File: src/rtl/mem_access_unit_if.sv
// Core-side request/response and RAM-side byte bus of the memory access unit.
// slave is the unit's view, master is the view of whoever drives the core and RAM.
`ifndef MXLEN
`define MXLEN 32
`endif

interface mem_access_unit_if;
   localparam int XLEN = `MXLEN;

   logic            req_valid;
   logic            req_ready;
   logic            req_store;
   logic [2:0]      req_funct3;
   logic [XLEN-1:0] req_addr;
   logic [XLEN-1:0] req_wdata;
   logic            exception;
   logic            resp_valid;
   logic [XLEN-1:0] resp_rdata;
   logic            load_misaligned;
   logic            store_misaligned;
   logic [XLEN-1:0] mem_addr;
   logic            mem_re;
   logic            mem_we;
   logic [7:0]      mem_wdata;
   logic [7:0]      mem_rdata;
   logic            mem_ack;

   modport slave (
      input  req_valid, req_store, req_funct3, req_addr, req_wdata, exception,
      input  mem_rdata, mem_ack,
      output req_ready, resp_valid, resp_rdata, load_misaligned, store_misaligned,
      output mem_addr, mem_re, mem_we, mem_wdata
   );

   modport master (
      output req_valid, req_store, req_funct3, req_addr, req_wdata, exception,
      output mem_rdata, mem_ack,
      input  req_ready, resp_valid, resp_rdata, load_misaligned, store_misaligned,
      input  mem_addr, mem_re, mem_we, mem_wdata
   );
endinterface

File: src/rtl/mem_access_unit.sv
// Byte-serial load/store engine: splits LB/LH/LW/LBU/LHU/SB/SH/SW into 1-4
// little-endian byte transfers on an 8-bit RAM port, with alignment and funct3 checks.
`ifndef MXLEN
`define MXLEN 32
`endif

module mem_access_unit #(
   parameter logic [2:0] F3_LB  = 3'd0,
   parameter logic [2:0] F3_LH  = 3'd1,
   parameter logic [2:0] F3_LW  = 3'd2,
   parameter logic [2:0] F3_LBU = 3'd4,
   parameter logic [2:0] F3_LHU = 3'd5,
   parameter logic [2:0] F3_SB  = 3'd0,
   parameter logic [2:0] F3_SH  = 3'd1,
   parameter logic [2:0] F3_SW  = 3'd2
) (
   input logic              CLK,
   input logic              RST,
   mem_access_unit_if.slave bus
);
   localparam int XLEN = `MXLEN;

   typedef enum logic [1:0] {IDLE, ACCESS, DONE} state_e;

   state_e          state_q, state_d;
   logic            store_q, store_d;
   logic [2:0]      funct3_q, funct3_d;
   logic [XLEN-1:0] addr_q, addr_d;
   logic [XLEN-1:0] wdata_q, wdata_d;
   logic [XLEN-1:0] result_q, result_d;
   logic [1:0]      idx_q, idx_d;
   logic            mem_re_q, mem_re_d;
   logic            mem_we_q, mem_we_d;
   logic [XLEN-1:0] mem_addr_q, mem_addr_d;
   logic [7:0]      mem_wdata_q, mem_wdata_d;
   logic            resp_valid_q, resp_valid_d;
   logic [XLEN-1:0] resp_rdata_q, resp_rdata_d;
   logic            load_mis_q, load_mis_d;
   logic            store_mis_q, store_mis_d;

   logic [2:0]      n_req, n_cur;
   logic            resp_fire;

   // Byte count of an access; 0 marks an unsupported funct3.
   function automatic logic [2:0] byte_count(input logic store, input logic [2:0] f3);
      byte_count = 3'd0;
      if (store) begin
         if (f3 == F3_SB)      byte_count = 3'd1;
         else if (f3 == F3_SH) byte_count = 3'd2;
         else if (f3 == F3_SW) byte_count = 3'd4;
      end else begin
         if (f3 == F3_LB || f3 == F3_LBU)      byte_count = 3'd1;
         else if (f3 == F3_LH || f3 == F3_LHU) byte_count = 3'd2;
         else if (f3 == F3_LW)                 byte_count = 3'd4;
      end
   endfunction

   function automatic logic is_misaligned(input logic [2:0] n, input logic [1:0] a);
      is_misaligned = (n == 3'd2 && a[0]) || (n == 3'd4 && a != 2'b00);
   endfunction

   function automatic logic [XLEN-1:0] extend_load(input logic [2:0] f3, input logic [XLEN-1:0] w);
      extend_load = '0;
      if (f3 == F3_LB)       extend_load = XLEN'($signed(w[7:0]));
      else if (f3 == F3_LH)  extend_load = XLEN'($signed(w[15:0]));
      else if (f3 == F3_LBU) extend_load = XLEN'(w[7:0]);
      else if (f3 == F3_LHU) extend_load = XLEN'(w[15:0]);
      else if (f3 == F3_LW)  extend_load = XLEN'(w[31:0]);
   endfunction

   assign n_req = byte_count(bus.req_store, bus.req_funct3);
   assign n_cur = byte_count(store_q, funct3_q);

   // NOTE: every signal written below gets a default first, so no path leaves one unassigned (no latches).
   always_comb begin
      state_d      = state_q;
      store_d      = store_q;
      funct3_d     = funct3_q;
      addr_d       = addr_q;
      wdata_d      = wdata_q;
      result_d     = result_q;
      idx_d        = idx_q;
      mem_re_d     = 1'b0;
      mem_we_d     = 1'b0;
      mem_addr_d   = '0;
      mem_wdata_d  = '0;
      resp_valid_d = 1'b0;
      resp_rdata_d = '0;
      load_mis_d   = 1'b0;
      store_mis_d  = 1'b0;

      unique case (state_q)
         IDLE: begin
            if (bus.req_valid && !bus.exception) begin
               store_d  = bus.req_store;
               funct3_d = bus.req_funct3;
               addr_d   = bus.req_addr;
               wdata_d  = bus.req_wdata;
               idx_d    = 2'd0;
               result_d = '0;
               if (n_req == 3'd0) begin
                  state_d      = DONE;
                  resp_valid_d = 1'b1;
               end else if (is_misaligned(n_req, bus.req_addr[1:0])) begin
                  state_d      = DONE;
                  resp_valid_d = 1'b1;
                  load_mis_d   = !bus.req_store;
                  store_mis_d  = bus.req_store;
               end else begin
                  state_d     = ACCESS;
                  mem_re_d    = !bus.req_store;
                  mem_we_d    = bus.req_store;
                  mem_addr_d  = bus.req_addr;
                  mem_wdata_d = bus.req_wdata[7:0];
               end
            end
         end

         ACCESS: begin
            if (bus.exception) begin
               state_d = IDLE;
            end else begin
               if (bus.mem_ack && !store_q) result_d[{idx_q, 3'b000} +: 8] = bus.mem_rdata;
               if (bus.mem_ack && {1'b0, idx_q} == n_cur - 3'd1) begin
                  state_d      = DONE;
                  resp_valid_d = 1'b1;
                  resp_rdata_d = store_q ? '0 : extend_load(funct3_q, result_d);
               end else begin
                  // Strobes stay up through wait states; only an ack advances the byte.
                  if (bus.mem_ack) idx_d = idx_q + 2'd1;
                  mem_re_d    = !store_q;
                  mem_we_d    = store_q;
                  mem_addr_d  = addr_q + XLEN'(idx_d);
                  mem_wdata_d = wdata_q[{idx_d, 3'b000} +: 8];
               end
            end
         end

         DONE: state_d = IDLE;

         default: state_d = IDLE;
      endcase
   end

   // NOTE: state registers use non-blocking assignments so every flop samples pre-edge values.
   always_ff @(posedge CLK or posedge RST) begin
      if (RST) begin
         state_q      <= IDLE;
         store_q      <= 1'b0;
         funct3_q     <= 3'd0;
         addr_q       <= '0;
         wdata_q      <= '0;
         result_q     <= '0;
         idx_q        <= 2'd0;
         mem_re_q     <= 1'b0;
         mem_we_q     <= 1'b0;
         mem_addr_q   <= '0;
         mem_wdata_q  <= '0;
         resp_valid_q <= 1'b0;
         resp_rdata_q <= '0;
         load_mis_q   <= 1'b0;
         store_mis_q  <= 1'b0;
      end else begin
         state_q      <= state_d;
         store_q      <= store_d;
         funct3_q     <= funct3_d;
         addr_q       <= addr_d;
         wdata_q      <= wdata_d;
         result_q     <= result_d;
         idx_q        <= idx_d;
         mem_re_q     <= mem_re_d;
         mem_we_q     <= mem_we_d;
         mem_addr_q   <= mem_addr_d;
         mem_wdata_q  <= mem_wdata_d;
         resp_valid_q <= resp_valid_d;
         resp_rdata_q <= resp_rdata_d;
         load_mis_q   <= load_mis_d;
         store_mis_q  <= store_mis_d;
      end
   end

   // An exception during DONE swallows the completion pulse in the same cycle.
   assign resp_fire            = resp_valid_q && !bus.exception;
   assign bus.req_ready        = (state_q == IDLE) && !bus.exception;
   assign bus.resp_valid       = resp_fire;
   assign bus.resp_rdata       = resp_fire ? resp_rdata_q : '0;
   assign bus.load_misaligned  = resp_fire && load_mis_q;
   assign bus.store_misaligned = resp_fire && store_mis_q;
   assign bus.mem_addr         = mem_addr_q;
   assign bus.mem_re           = mem_re_q;
   assign bus.mem_we           = mem_we_q;
   assign bus.mem_wdata        = mem_wdata_q;
endmodule

File: src/flat_wrapper.sv
// flat-port wrapper written by rule: the top's interface ports become plain ports
module mem_access_unit_flat 
#(
   parameter logic [2:0] F3_LB  = 3'd0,
   parameter logic [2:0] F3_LH  = 3'd1,
   parameter logic [2:0] F3_LW  = 3'd2,
   parameter logic [2:0] F3_LBU = 3'd4,
   parameter logic [2:0] F3_LHU = 3'd5,
   parameter logic [2:0] F3_SB  = 3'd0,
   parameter logic [2:0] F3_SH  = 3'd1,
   parameter logic [2:0] F3_SW  = 3'd2
)
  (CLK, RST, bus_req_valid, bus_req_store, bus_req_funct3, bus_req_addr, bus_req_wdata, bus_exception, bus_mem_rdata, bus_mem_ack, bus_req_ready, bus_resp_valid, bus_resp_rdata, bus_load_misaligned, bus_store_misaligned, bus_mem_addr, bus_mem_re, bus_mem_we, bus_mem_wdata);
  mem_access_unit_if bus_i ();
  input logic CLK;
  input logic RST;
  input wire logic [$bits(bus_i.req_valid)-1:0] bus_req_valid;
  input wire logic [$bits(bus_i.req_store)-1:0] bus_req_store;
  input wire logic [$bits(bus_i.req_funct3)-1:0] bus_req_funct3;
  input wire logic [$bits(bus_i.req_addr)-1:0] bus_req_addr;
  input wire logic [$bits(bus_i.req_wdata)-1:0] bus_req_wdata;
  input wire logic [$bits(bus_i.exception)-1:0] bus_exception;
  input wire logic [$bits(bus_i.mem_rdata)-1:0] bus_mem_rdata;
  input wire logic [$bits(bus_i.mem_ack)-1:0] bus_mem_ack;
  output wire logic [$bits(bus_i.req_ready)-1:0] bus_req_ready;
  output wire logic [$bits(bus_i.resp_valid)-1:0] bus_resp_valid;
  output wire logic [$bits(bus_i.resp_rdata)-1:0] bus_resp_rdata;
  output wire logic [$bits(bus_i.load_misaligned)-1:0] bus_load_misaligned;
  output wire logic [$bits(bus_i.store_misaligned)-1:0] bus_store_misaligned;
  output wire logic [$bits(bus_i.mem_addr)-1:0] bus_mem_addr;
  output wire logic [$bits(bus_i.mem_re)-1:0] bus_mem_re;
  output wire logic [$bits(bus_i.mem_we)-1:0] bus_mem_we;
  output wire logic [$bits(bus_i.mem_wdata)-1:0] bus_mem_wdata;
  assign bus_i.req_valid = bus_req_valid;
  assign bus_i.req_store = bus_req_store;
  assign bus_i.req_funct3 = bus_req_funct3;
  assign bus_i.req_addr = bus_req_addr;
  assign bus_i.req_wdata = bus_req_wdata;
  assign bus_i.exception = bus_exception;
  assign bus_i.mem_rdata = bus_mem_rdata;
  assign bus_i.mem_ack = bus_mem_ack;
  assign bus_req_ready = bus_i.req_ready;
  assign bus_resp_valid = bus_i.resp_valid;
  assign bus_resp_rdata = bus_i.resp_rdata;
  assign bus_load_misaligned = bus_i.load_misaligned;
  assign bus_store_misaligned = bus_i.store_misaligned;
  assign bus_mem_addr = bus_i.mem_addr;
  assign bus_mem_re = bus_i.mem_re;
  assign bus_mem_we = bus_i.mem_we;
  assign bus_mem_wdata = bus_i.mem_wdata;
  mem_access_unit #(.F3_LB(F3_LB), .F3_LH(F3_LH), .F3_LW(F3_LW), .F3_LBU(F3_LBU), .F3_LHU(F3_LHU), .F3_SB(F3_SB), .F3_SH(F3_SH), .F3_SW(F3_SW)) u_core (.CLK(CLK), .RST(RST), .bus(bus_i));
endmodule
File: config.mk
export PLATFORM = sky130hd
export DESIGN_NAME = mem_access_unit_flat
export DESIGN_NICKNAME = d
export VERILOG_FILES = /design/src/rtl/mem_access_unit_if.sv /design/src/rtl/mem_access_unit.sv /design/src/flat_wrapper.sv
export SDC_FILE = /design/constraint.sdc
export NUM_CORES = 1
export LEC_CHECK = 0
export BUFFER_PORTS_ARGS = -buffer_cell sky130_fd_sc_hd__buf_2
export CORE_ASPECT_RATIO = 0.8
export CORE_MARGIN = 5
export CORE_UTILIZATION = 35
export DETAILED_ROUTE_END_ITERATION = 16
export HOLD_SLACK_MARGIN = 0.1
export PLACE_DENSITY_LB_ADDON = 0.15
export SYNTH_ARGS = -nofsm -noshare
export SYNTH_HDL_FRONTEND = slang
export SYNTH_SLANG_ARGS = --single-unit
File: constraint.sdc
create_clock -name CLK -period 16.1 [get_ports CLK]
set_input_delay 4.025 -clock CLK [delete_from_list [all_inputs] [get_ports CLK]]
set_output_delay 4.025 -clock CLK [all_outputs]
set_load 0.05 [all_outputs]
==> metrics.log <==
[metrics] result of the run: finished, final reports clean
[metrics] clock-pin slew on the worst setup and hold paths: 80 ps
[metrics] top_reg_cell synth: dfrtp_1
[metrics] Total GRT Usage: 0.169
[metrics] Synth area leaders: dfrtp_1, nand2_1, a22o_1
[metrics] arrival time of data at the critical path endpoint: 5520 ps
[metrics] multiplexer share of the synthesized area: 0.0240
[metrics] synthesized area per cell: 10.0 sq um
[metrics] DRC violations left: 0
[metrics] Max FO, Critical Path: 35
[metrics] Synth Warn #: 0
[metrics] post-layout min period: 9550 ps
[metrics] final estimated routing congestion in global placement: 0.787
[metrics] main combinational cell family by area after synthesis: simple AND/OR/NAND/NOR gates
[metrics] H-tree levels: 4
[metrics] via count of the first global-routing pass: 6,424
[metrics] cell type contributing the most total cell area after synthesis: dfrtp_1
[metrics] Synthesized Nets: 926
[metrics] LEAKAGE: 4.95 nW
[metrics] maximum number of pins on one net before global-route repair: 105
[metrics] proportion of netlist area held by the largest area contributor: 0.542
[metrics] worst rel slew slack: 0.262
[metrics] Layout Utilization: 0.425
[metrics] std cell rows: 50
[metrics] final-layout setup total negative slack: 0 ps
[metrics] count leader, synth: nand2_1
[metrics] #FFs+latches synth: 181
[metrics] Clock Tree Root: clkbuf_16
[metrics] setup slack of the critical path after layout: 6550 ps
[metrics] peak supply drop: 75.5 uV
[metrics] Ant. Diodes: 0
[metrics] height of the chip: 148 um
[metrics] antenna violations before repair: 3
[metrics] final antenna-violating net count: 0
[metrics] kind of end point of the critical path: output port
[metrics] worst hold endpoint: u_core.wdata_q[13]$_DFFE_PP0P_
[metrics] router iterations before antenna repair: 6
[metrics] area grow syn2layout: 19.4%
[metrics] post-cts resize count: 0
[metrics] TritonCTS Buffers: 17
[metrics] Skew-Pair Late Insertion Delay: 430 ps
[metrics] uppermost layer routed: met5
[metrics] non-filler cells, final: 1,291
[metrics] count of endpoints failing setup in the final report: 0
[metrics] transition at the pin with the smallest max-transition slack: 1100 ps
[metrics] Horiz. Die Dim: 183 um
[metrics] Post-Synth Simple-Gate Area: 0.214
[metrics] data required time of the worst path: 12,070 ps
[metrics] highest clock frequency the design can meet: 105 MHz
[metrics] routed length on met1: 11.3 mm
[metrics] fraction of the mapped netlist area in adder cells: 0.0144
[metrics] wire length of the first global-routing pass: 36.6 mm
[metrics] total number of vias: 6,305
[metrics] count of input and output buffers: 158
[metrics] area inside the core boundary: 23,500 sq um
[metrics] number of endpoints with negative hold slack in the final report: 0
[metrics] FFs w/ async S/R, synth: 1.00
[metrics] post-synthesis instance area: 8360 sq um
[metrics] number of enable-type register cells in the synthesized netlist: 0
[metrics] quantity of hold-fixing buffers added after cts: 0
[metrics] average routed wire per standard cell: 17.2 um
[metrics] initial detailed-routing violation count: 387
[metrics] starting density of the core: 0.356
[metrics] TritonCTS clock tree: built
[metrics] synthesized instance count: 836
[metrics] fraction of final layout cells with drive strength greater than 1: 0.238
[metrics] fraction of the mapped netlist area in compound gates: 0.135
[metrics] Power per Cell Area: 114 nW/um^2
[metrics] hold path startpoint: u_core.wdata_q[13]$_DFFE_PP0P_
[metrics] synthesized-area fraction occupied by xor and xnor cells: 0.0374
[metrics] dpl cell area: 9380 sq um
[metrics] total power after layout: 1.14 mW
[metrics] cell total after placement: 1,259
[metrics] DR WL met2: 9.57 mm
[metrics] hpwl dp: 14.6 mm
[metrics] wirelength, routed: 22.2 mm
[metrics] final critical-path share of the clock period: 0.593
[metrics] Die Outline Area: 27,100 sq um
[metrics] number of cells on the worst reg-to-reg path: 10
[metrics] category of the most critical setup path: in -> out
[metrics] number of sinks driven by the clock tree: 181
[metrics] sum of overflow across all layers after global routing: 0
[metrics] count of pins over their slew limit: 0
[metrics] number of nets in the layout: 1,056
[metrics] Min-Delay Path Class: reg -> reg
[metrics] routed vias/inst: 4.88
[metrics] buffer count from post-CTS setup fixing: 0
[metrics] pre-CTS WS: 6440 ps
[metrics] setup repair after global routing missed its margin: false
[metrics] Clock Path Buffers: 2
[metrics] critical register-to-register path endpoint: u_core.bus.mem_addr[31]$_DFF_PP0_
[metrics] hold-critical path depth: 2
[metrics] Ports: 159
[metrics] startpoint class of the critical path: input port
[metrics] Max Clock Skew: 13.5 ps
[metrics] routed wl met3: 1.22 mm
[metrics] Maximum Capacitance Violations: 0
[metrics] Worst Hold Slack: 474 ps
[metrics] commonest cells in the synthesized netlist: nand2_1, dfrtp_1, a22o_1
[metrics] start of the worst register-to-register path: u_core.idx_q[0]$_DFFE_PP0P_
[metrics] part of the Yosys area used for sequential elements: 0.542
[metrics] final non-filler cell area: 9970 sq um
[metrics] distinct cell type count of the synthesized netlist: 53
[metrics] register-to-register path setup slack: 12,060 ps
registers in the layout (all words and copies together), names as in the netlist, 2 cells and up:
signal / count
u_core.wdata_q: 32
u_core.funct3_q: 3
u_core.resp_rdata_q: 32
u_core.idx_q: 2
u_core.addr_q: 32
u_core.bus.mem_addr: 32
u_core.bus.mem_wdata: 8
u_core.state_q: 2
u_core.result_q: 32
worst max path at each step:
stage                   from                  to
4_1_cts        bus_exception  bus_resp_rdata[27]
3_5_place_dp   bus_exception  bus_resp_rdata[27]
6_report       bus_exception  bus_resp_rdata[27]
2_1_floorplan  bus_exception  bus_resp_rdata[22]
3_3_place_gp   bus_exception  bus_resp_rdata[24]
5_1_grt        bus_exception  bus_resp_rdata[27]
critical path: stages:
cell	delay [ps]
buf_2	120
nor2b_2	850
and2_1	250
buf_2	260
power by group:
group / switching, mW / total (mW) / internal [mW]
Sequential: 0.0377 / 0.535 / 0.497
Combinational: 0.118 / 0.182 / 0.0638
Clock: 0.199 / 0.424 / 0.226
kinds of logic after synthesis:
| family | after synthesis |
|---|---|
| xor gates and xnor gates | 34 |
| adders and majority gates | 9 |
| AOI/OAI and AO/OA | 152 |
| muxes | 10 |
| DFF | 181 |
| buffers and inverters | 63 |
| and+or+nand+nor | 387 |
area by class of cell:
class / instances / area, sq um
fill: 2354 / 13500
sequential: 181 / 4530
multi-input combinational: 592 / 3580
timing repair buffer: 165 / 843
clock buffer: 18 / 439
tap: 312 / 390
clock inverter: 14 / 155
inverter: 9 / 38.8
per-layer routing:
metal / vias to the layer above / global-route usage
li1: 3123 / -
met1: 3009 / 0.253
met2: 152 / 0.252
met3: 15 / 0.0428
met4: 6 / 0.0270
met5: - / 0
placed cells by master, fill, tap and decap left out, types with 4 or more instances in the layout:
master,netlist,routed
and3_1,6,6
nor3_1,7,7
and4_1,5,5
a21oi_1,27,26
o22ai_1,29,29
o21ai_0,11,11
a21oi_2,10,11
a22o_1,63,63
ha_1,8,8
xnor2_1,12,12
nand2_1,249,248
inv_6,0,7
clkbuf_16,0,17
inv_1,9,8
buf_2,8,158
and2_1,40,39
nor2_1,18,18
buf_4,4,7
xor2_1,20,20
mux4_2,8,8
dfrtp_1,181,181
nand4_1,7,7
nand3_1,26,26
nor4_1,4,4
Power figures use the tool's default switching activity.
